## config.mk

```make
export PLATFORM = sky130hd
export DESIGN_NAME = exe_mul_sequencer_flat
export DESIGN_NICKNAME = d
export VERILOG_FILES = /design/src/rtl/exe_mul_sequencer_if.sv /design/src/rtl/exe_mul_sequencer.sv /design/src/flat_wrapper.sv
export SDC_FILE = /design/constraint.sdc
export NUM_CORES = 1
export LEC_CHECK = 0
export ABC_AREA = 1
export BUFFER_PORTS_ARGS = -buffer_cell sky130_fd_sc_hd__buf_2
export CAP_MARGIN = 40
export CELL_PAD_IN_SITES_DETAIL_PLACEMENT = 1
export CELL_PAD_IN_SITES_GLOBAL_PLACEMENT = 1
export CORE_MARGIN = 3
export CORE_UTILIZATION = 38
export CTS_CLUSTER_SIZE = 8
export DETAILED_ROUTE_END_ITERATION = 8
export PLACE_DENSITY = 0.8
export RECOVER_POWER = 100
export SLEW_MARGIN = 15
export SYNTH_ARGS = -nofsm -noshare
export SYNTH_HDL_FRONTEND = slang
export SYNTH_SLANG_ARGS = --single-unit
```

## constraint.sdc

```tcl
create_clock -name clk -period 5.42 [get_ports clk]
set_input_delay 1.626 -clock clk [delete_from_list [all_inputs] [get_ports clk]]
set_output_delay 1.626 -clock clk [all_outputs]
set_load 0.02 [all_outputs]
```

## src/rtl/exe_mul_sequencer_if.sv

```systemverilog
// Operand/result bundle between the EXE stage and the multi-cycle multiply sequencer.
// The pipeline side is the master; the sequencer is the slave.
interface exe_mul_sequencer_if #(
  parameter int W = 32
);
  logic         start;
  logic         flush;
  logic [W-1:0] Val1;
  logic [W-1:0] Val2;
  logic [3:0]   SR_in;
  logic         stall;
  logic         done;
  logic [W-1:0] result;
  logic [3:0]   status;

  modport master (
    output start, flush, Val1, Val2, SR_in,
    input  stall, done, result, status
  );

  modport slave (
    input  start, flush, Val1, Val2, SR_in,
    output stall, done, result, status
  );
endinterface

```

## src/rtl/exe_mul_sequencer.sv

```systemverilog
// Iterative shift-add multiplier for EXE: stalls 1+k cycles (k = top set bit of Val2 + 1),
// then strobes done for one cycle; flush aborts to IDLE without touching result/status.
module exe_mul_sequencer #(
  parameter int W = 32
) (
  input  logic                 clk,
  input  logic                 rst,
  exe_mul_sequencer_if.slave   mul
);

  localparam int            CW       = $clog2(W);
  localparam logic [CW-1:0] CNT_LAST = CW'(W - 1);

  typedef enum logic [1:0] {
    S_IDLE = 2'd0,
    S_RUN  = 2'd1,
    S_DONE = 2'd2
  } state_t;

  state_t          r_state;
  state_t          w_state_nxt;

  logic [W-1:0]    r_mcand;
  logic [W-1:0]    r_mplier;
  logic [W-1:0]    r_acc;
  logic [CW-1:0]   r_cnt;
  logic [W-1:0]    r_result;
  logic [3:0]      r_status;

  logic            w_stall;
  logic            w_done;
  logic            w_latch;
  logic            w_step;
  logic            w_load_out;
  logic [W-1:0]    w_acc_step;
  logic [W-1:0]    w_mplier_shr;
  logic [W-1:0]    w_res_nxt;

  assign w_acc_step   = r_mplier[0] ? (r_acc + r_mcand) : r_acc;
  assign w_mplier_shr = r_mplier >> 1;

  always_ff @(posedge clk or posedge rst) begin
    if (rst) begin
      r_state <= S_IDLE;
    end else begin
      r_state <= w_state_nxt;
    end
  end

  always_comb begin
    w_state_nxt = r_state;
    w_stall     = 1'b0;
    w_done      = 1'b0;
    w_latch     = 1'b0;
    w_step      = 1'b0;
    case (r_state)
      S_IDLE: begin
        if (mul.start && !mul.flush) begin
          w_stall     = 1'b1;
          w_latch     = 1'b1;
          w_state_nxt = (mul.Val2 == '0) ? S_DONE : S_RUN;
        end
      end
      S_RUN: begin
        w_stall = 1'b1;
        if (mul.flush) begin
          w_state_nxt = S_IDLE;
        end else begin
          w_step = 1'b1;
          // Stop as soon as no multiplier bits remain, or after the last bit position.
          if (w_mplier_shr == '0 || r_cnt == CNT_LAST) begin
            w_state_nxt = S_DONE;
          end
        end
      end
      S_DONE: begin
        w_done      = ~mul.flush;
        w_state_nxt = S_IDLE;
      end
      default: begin
        w_state_nxt = S_IDLE;
      end
    endcase
  end

  assign w_load_out = (w_state_nxt == S_DONE) && (r_state != S_DONE);
  assign w_res_nxt  = (r_state == S_IDLE) ? '0 : w_acc_step;

  always_ff @(posedge clk or posedge rst) begin
    if (rst) begin
      r_mcand  <= '0;
      r_mplier <= '0;
      r_acc    <= '0;
      r_cnt    <= '0;
    end else if (w_latch) begin
      r_mcand  <= mul.Val1;
      r_mplier <= mul.Val2;
      r_acc    <= '0;
      r_cnt    <= '0;
    end else if (w_step) begin
      r_acc    <= w_acc_step;
      r_mcand  <= r_mcand << 1;
      r_mplier <= w_mplier_shr;
      r_cnt    <= r_cnt + 1'b1;
    end
  end

  // C and V are not produced by MUL; they pass through from the current status register.
  always_ff @(posedge clk or posedge rst) begin
    if (rst) begin
      r_result <= '0;
      r_status <= '0;
    end else if (w_load_out) begin
      r_result <= w_res_nxt;
      r_status <= {w_res_nxt[W-1], (w_res_nxt == '0), mul.SR_in[1], mul.SR_in[0]};
    end
  end

  assign mul.stall  = w_stall;
  assign mul.done   = w_done;
  assign mul.result = r_result;
  assign mul.status = r_status;

endmodule

```

## src/flat_wrapper.sv

```systemverilog
// flat-port wrapper written by rule: the top's interface ports become plain ports
module exe_mul_sequencer_flat 
#(
  parameter int W = 32
)
  (clk, rst, mul_start, mul_flush, mul_Val1, mul_Val2, mul_SR_in, mul_stall, mul_done, mul_result, mul_status);
  exe_mul_sequencer_if #(.W(W)) mul_i ();
  input  logic clk;
  input  logic rst;
  input wire logic [$bits(mul_i.start)-1:0] mul_start;
  input wire logic [$bits(mul_i.flush)-1:0] mul_flush;
  input wire logic [$bits(mul_i.Val1)-1:0] mul_Val1;
  input wire logic [$bits(mul_i.Val2)-1:0] mul_Val2;
  input wire logic [$bits(mul_i.SR_in)-1:0] mul_SR_in;
  output wire logic [$bits(mul_i.stall)-1:0] mul_stall;
  output wire logic [$bits(mul_i.done)-1:0] mul_done;
  output wire logic [$bits(mul_i.result)-1:0] mul_result;
  output wire logic [$bits(mul_i.status)-1:0] mul_status;
  assign mul_i.start = mul_start;
  assign mul_i.flush = mul_flush;
  assign mul_i.Val1 = mul_Val1;
  assign mul_i.Val2 = mul_Val2;
  assign mul_i.SR_in = mul_SR_in;
  assign mul_stall = mul_i.stall;
  assign mul_done = mul_i.done;
  assign mul_result = mul_i.result;
  assign mul_status = mul_i.status;
  exe_mul_sequencer #(.W(W)) u_core (.clk(clk), .rst(rst), .mul(mul_i));
endmodule
```

==> qor.csv, run 1 <==
metric,value,unit
grt-ovfl-total,0,
synth_area,8770,µm²
start_kind,primary input,
post_drt_via_cell_ratio,5.29,
critical_path_class,primary input to register,
fmax,225,MHz
violations,"max-capacitance violations, max-slew violations",
cp.arrival,4.68,ns
cts_buffers,17,
syn-num-nets,1377,
drv_cap,3,
cts-root-buf,clkbuf_16,
crit_required,5.65,ns
multiInputGateArea,4350,µm²
grt_pass1_vias,9164,
grt_max_degree,80,
antenna_found_initial,0,
hp-class,register to register,
synth_fa_ha_area_share,4.93,%
routabilityCongestion,0.871,
wl_per_cell,17.6,µm
synthCells,1271,
synth_mux_area_share,0,%
drive_above_1_share,9.98,%
fin_util,45.2,%
skew,0.0152,ns
htree_num_levels,4,
final-max-slew-violation-count,82,
synth_top_family_by_area,simple AND/OR/NAND/NOR gates,
drc,0,
drtAntennaViolNets,0,
hold_path.startpoint,u_core.mul.result[9],
synth_area_per_cell,6.90,µm²
core_area,22200,µm²
num-fill-cells,2916,
clock_latency,0.44,ns
r2r_end,u_core.r_acc[11],
hold_path_end,u_core.mul.result[9],
cts_tree,yes,
drt_iter0_markers,419,
die_height,158,µm
ios,110,
post-cts-setup-buffers,0,
power.leakage,5.23,nW
num_vias,8744,
max-vdd-ir-drop,177,µV
dieArea,24900,µm²
finalSetupViolations,0,
n_antenna_cell,0,
seqCellArea,3450,µm²
grt_use_met2,40.6,%
row_count,54,
cts.sinks,138,
grt-busiest-layer,met2,
dr.pass1.iters,5,
worst_pin_slew,1.91,ns
ctsHoldBuffers,0,
finalNetCount,1466,
area_growth,14.6,%
finalHoldViolations,0,
final_cell_area,10100,µm²
routed_wl,29000,µm
yosys.area_share.xor_xnor,0.299,%
cts_resized,0,
grt_use_met3,3.42,%
dpl_worst_slack,1.67,ns
hpwlAfterDp,21300,µm
critPathMaxFanout,32,
grt_pass1_wl,46700,µm
synth_seq_cells,138,
cp-end-kind,register,
cts_buffer_depth,2,
status,"complete, but fails checks",
synth_compound_area_share,11.2,%
rr_startpoint,u_core.r_state[1],
start_util,39.5,%
seq_area_frac_synth,39.4,%
die_w,158,µm
fin_crit,4.45,ns
synth_cell_types,35,
rr_worst_depth,7,
slew_headroom,-27.8,%
gr-usage-all-layers,23.8,%
clkTransAtPathRegs,0.07,ns
rsz0062_at_grt,false,
post_dp_cell_area,9560,µm²
yosysWarnings,0,
fin_setup_tns,0,ns
worst_slack,0.974,ns
whs_path_depth,2,
synthSimpleGateAreaFrac,33.1,%
met1_usage,31.5,%
layout_worst_path_cycle_share,82.0,%
r2r_slack,1.74,ns
powerDensity,437,nW/µm²
io_buffers,107,
[layer usage]
| metal | wire (µm) | vias to the layer above |
|---|---|---|
| li1 | - | 4254 |
| met1 | 13300 | 4298 |
| met2 | 14200 | 158 |
| met3 | 1090 | 34 |
| met4 | 443 | 0 |
| met5 | 0 | - |
[where the power goes]
part	switching, mW	internal (mW)
clock	0.551	0.611
combinational	1.27	0.585
sequential	0.150	1.24
total	1.97	2.43
[worst max-delay path, cell delays in order]
cell,delay (ns)
clkbuf_1,0.10
nor2_1,1.42
inv_2,0.06
nand2_1,0.14
clkbuf_1,1.07
o21ai_0,0.25
[worst max-delay path by stage]
stage | startpoint | end | slack (ns)
finish | mul_flush | u_core.r_acc[11] | 0.97
global route | mul_flush | u_core.r_acc[11] | 0.81
CTS | mul_flush | mul_stall | 1.67
floorplan | rst | u_core.mul.result[0] | 0.1
detailed placement | mul_flush | mul_stall | 1.67
global placement | mul_flush | u_core.mul.result[30] | 1.60
[sequential cells by signal, summed over array words and instances (netlist names)]
name and flops:
u_core.mul.result 32, u_core.mul.status 3, u_core.r_acc 32, u_core.r_cnt 5, u_core.r_mcand 32, u_core.r_mplier 32
u_core.r_state 2
[stage by stage]
| stage | total power [mW] | hold WS, ns | instances |
|---|---|---|---|
| after detailed placement | 3.21 | 0.468 | 1621 |
| after CTS | 4.41 | 0.484 | 1653 |
| after global placement | 3.13 | 0.453 | 1620 |
| final | 4.40 | 0.485 | 1653 |
| after floorplan | 2.70 | 0.475 | 1271 |
| after global routing | 4.73 | 0.516 | 1653 |
[cells in the final DEF, fill, tap and decap left out, types with 7 or more instances in the layout]
| master | count |
|---|---|
| inv_1 | 194 |
| dfrtp_1 | 138 |
| ha_1 | 33 |
| a21oi_1 | 23 |
| clkbuf_1 | 43 |
| o21ai_0 | 96 |
| nand4_1 | 9 |
| nand2_2 | 10 |
| nor2_1 | 84 |
| o221ai_1 | 32 |
| buf_4 | 8 |
| clkbuf_16 | 17 |
| nand2_1 | 384 |
| buf_2 | 67 |
| inv_6 | 7 |
| nor3_1 | 13 |
| nand3_1 | 168 |
[synthesized netlist by cell type]
library cell / count / area (µm²)
buf_2: 12 / 60.1
o211ai_1: 2 / 15.0
nand3_1: 168 / 841
inv_1: 195 / 732
and2_1: 1 / 6.26
nor2_2: 3 / 18.8
o21a_1: 2 / 15.0
nand2_1: 383 / 1440
inv_2: 4 / 15.0
clkbuf_1: 28 / 105
buf_1: 5 / 18.8
a21o_1: 2 / 15.0
nand3_2: 6 / 60.1
buf_4: 1 / 7.51
ha_1: 33 / 413
or2_0: 1 / 6.26
a21oi_2: 3 / 26.3
xor2_1: 3 / 26.3
nand3b_1: 2 / 15.0
nor3_1: 13 / 65.1
fa_1: 1 / 20.0
buf_6: 3 / 33.8
a21oi_1: 23 / 115
or2_2: 1 / 6.26
o221ai_1: 32 / 280
o21bai_1: 1 / 7.51
a31oi_1: 1 / 6.26
nand2_2: 11 / 68.8
nand4_1: 9 / 56.3
o21bai_2: 1 / 11.3
dfrtp_1: 138 / 3450
nor2_1: 84 / 315
o22ai_1: 2 / 12.5
nor3b_1: 1 / 7.51
o21ai_0: 96 / 480
[cell families after synthesis]
family | after synthesis
and+or+nand+nor | 683
xor gates and xnor gates | 3
buffers and inverters | 248
AOI/OAI and AO/OA | 165
DFF | 138
adders and majority gates | 34
[final cells by class]
class / count / area share, %
well taps: 280 / 3.48
clock inverters: 15 / 1.47
inverters: 199 / 7.48
repair buffers: 119 / 5.81
multi-input cells: 885 / 43.2
flip-flops and latches: 138 / 34.3
clock buffers: 17 / 4.23
Note: power is estimated with default switching activity, not from simulation.
==> run 2, diff against run 1 <==
==> constraint.sdc (replaced) <==
create_clock -name clk -period 4 [get_ports clk]
set_input_delay 1.2 -clock clk [delete_from_list [all_inputs] [get_ports clk]]
set_output_delay 1.2 -clock clk [all_outputs]
set_load 0.02 [all_outputs]
==> qor.csv, run 2 (synthesized netlist as in run 1, its figures left out) <==
metric,value,unit,change
start_kind,primary input,,
rsz0062_at_grt,false,,
power.leakage,5.25,nW,+0.31%
htree_num_levels,4,,unchanged
wl_per_cell,17.3,µm,-1.7%
drt_iter0_markers,505,,+21%
clock_latency,0.43,ns,about the same
finalSetupViolations,0,,unchanged
grt_pass1_vias,9029,,-1.5%
final-max-slew-violation-count,156,,+90%
drc,0,,unchanged
grt_max_degree,77,,-3.8%
max-vdd-ir-drop,309,µV,+74%
critical_path_class,primary input to register,,
fmax,299,MHz,
fin_setup_tns,0,ns,unchanged
num-fill-cells,2947,,+1.1%
finalNetCount,1467,,+0.068%
violations,"max-capacitance violations, max-slew violations",,
io_buffers,107,,unchanged
post-cts-setup-buffers,0,,unchanged
row_count,54,,unchanged
cts_tree,yes,,
routed_wl,28500,µm,-1.7%
cp.arrival,3.59,ns,-1.09 ns
slowest_delay,1.29,ns,-0.13 ns
ctsHoldBuffers,0,,unchanged
dieArea,24900,µm²,unchanged
slew_headroom,-23.1,%,+4.7 points
core_area,22200,µm²,unchanged
cts_buffer_depth,2,,unchanged
antenna_found_initial,0,,unchanged
hold_ws,0.474,ns,-0.0109 ns
ios,110,,unchanged
crit_required,4.24,ns,-1.41 ns
dr.pass1.iters,5,,unchanged
fin_crit,3.35,ns,
cts_resized,0,,unchanged
status,"complete, but fails checks",,
finalHoldViolations,0,,unchanged
area_growth,15.0,%,
routabilityCongestion,0.880,,+1.1%
clkTransAtPathRegs,0.07,ns,about the same
r2r_slack,0.97,ns,-0.77 ns
post_drt_via_cell_ratio,5.24,,-0.89%
grt-ovfl-total,0,,unchanged
drive_above_1_share,10.1,%,+0.073 points
mostFrequentLayoutCell,nand2_1,,
slowest_stage,clkbuf_1,,
num_vias,8666,,-0.89%
cts_buffers,17,,unchanged
drtAntennaViolNets,0,,unchanged
drv_cap,3,,unchanged
cp-end-kind,register,,
final_cell_mix,"384 x nand2_1, 195 x inv_1, 168 x nand3_1",,
n_antenna_cell,0,,unchanged
cts-root-buf,clkbuf_16,,
grt_pass1_wl,46400,µm,-0.55%
cts.sinks,138,,unchanged
crit_chain,"clkbuf_1, inv_1, nand3_1, clkbuf_1, o21ai_0, o21ai_0, o21ai_0",,
critPathMaxFanout,38,,+19%
die_w,158,µm,unchanged
hpwlAfterDp,21200,µm,-0.35%
layout_worst_path_cycle_share,83.8,%,
start_util,39.5,%,unchanged
crit_path_frequent_cell,o21ai_0,,
powerDensity,599,nW/µm²,+37%
gr-usage-all-layers,23.6,%,-0.24 points
skew,0.00981,ns,-0.00540 ns
die_height,158,µm,unchanged
worst_pin_slew,1.85,ns,-0.0633 ns
hp-class,register to register,,
## run 2: metrics by stage
step	setup slack (ns)	area (µm²)	std cells	power (mW)	util (%)
after floorplan	0.906	8780	1271	3.66	-
after CTS	0.778	10200	1653	6.06	45.9
after detailed placement	0.715	9600	1622	4.36	43.2
final	0.650	10100	1653	6.04	45.4
after global routing	0.413	10100	1653	6.50	45.4
after global placement	0.777	9580	1621	4.27	43.1
## run 2: worst max-delay path, delay by kind of cell
family                 cells  cell delay (ns)
AOI/OAI and AO/OA          3             0.63
buffers and inverters      3             1.47
and+or+nand+nor            1             0.28
## run 2: final timing paths
path	start	endpoint	depth (start not counted)
setup reg to reg	u_core.r_acc[0]	u_core.mul.status[2]	14
min in group asynchronous	rst	u_core.r_mplier[24]	2
setup / recovery	mul_flush	u_core.r_mcand[8]	7
hold / removal	u_core.mul.status[0]	u_core.mul.status[0]	2
max in group asynchronous	rst	u_core.r_acc[0]	3
hold reg to reg	u_core.mul.status[0]	u_core.mul.status[0]	2
## run 2: metal layers
layer	wire (µm)	share of wire [%]	track usage, %
met3	1190	4.2	3.88
met2	13300	47	38.4
met5	0	0	0
met4	533	1.9	7.21
met1	13500	47	32.3
## run 2: where the power goes
group	total (mW)	internal [mW]	leakage (nW)	switching, mW
Combinational	2.50	0.795	3.17	1.71
Sequential	1.89	1.68	1.79	0.208
Clock	1.65	0.951	0.288	0.704
## run 2: area by class of cell
type                            count  area, µm²  area share, %
Sequential cell                   138       3450           34.2
Multi-Input combinational cell    885       4350           43.1
Clock buffer                       18        439           4.35
Tap cell                          280        350           3.47
Clock inverter                     13        159           1.57
Timing Repair Buffer              120        594           5.89
Inverter                          199        748           7.42
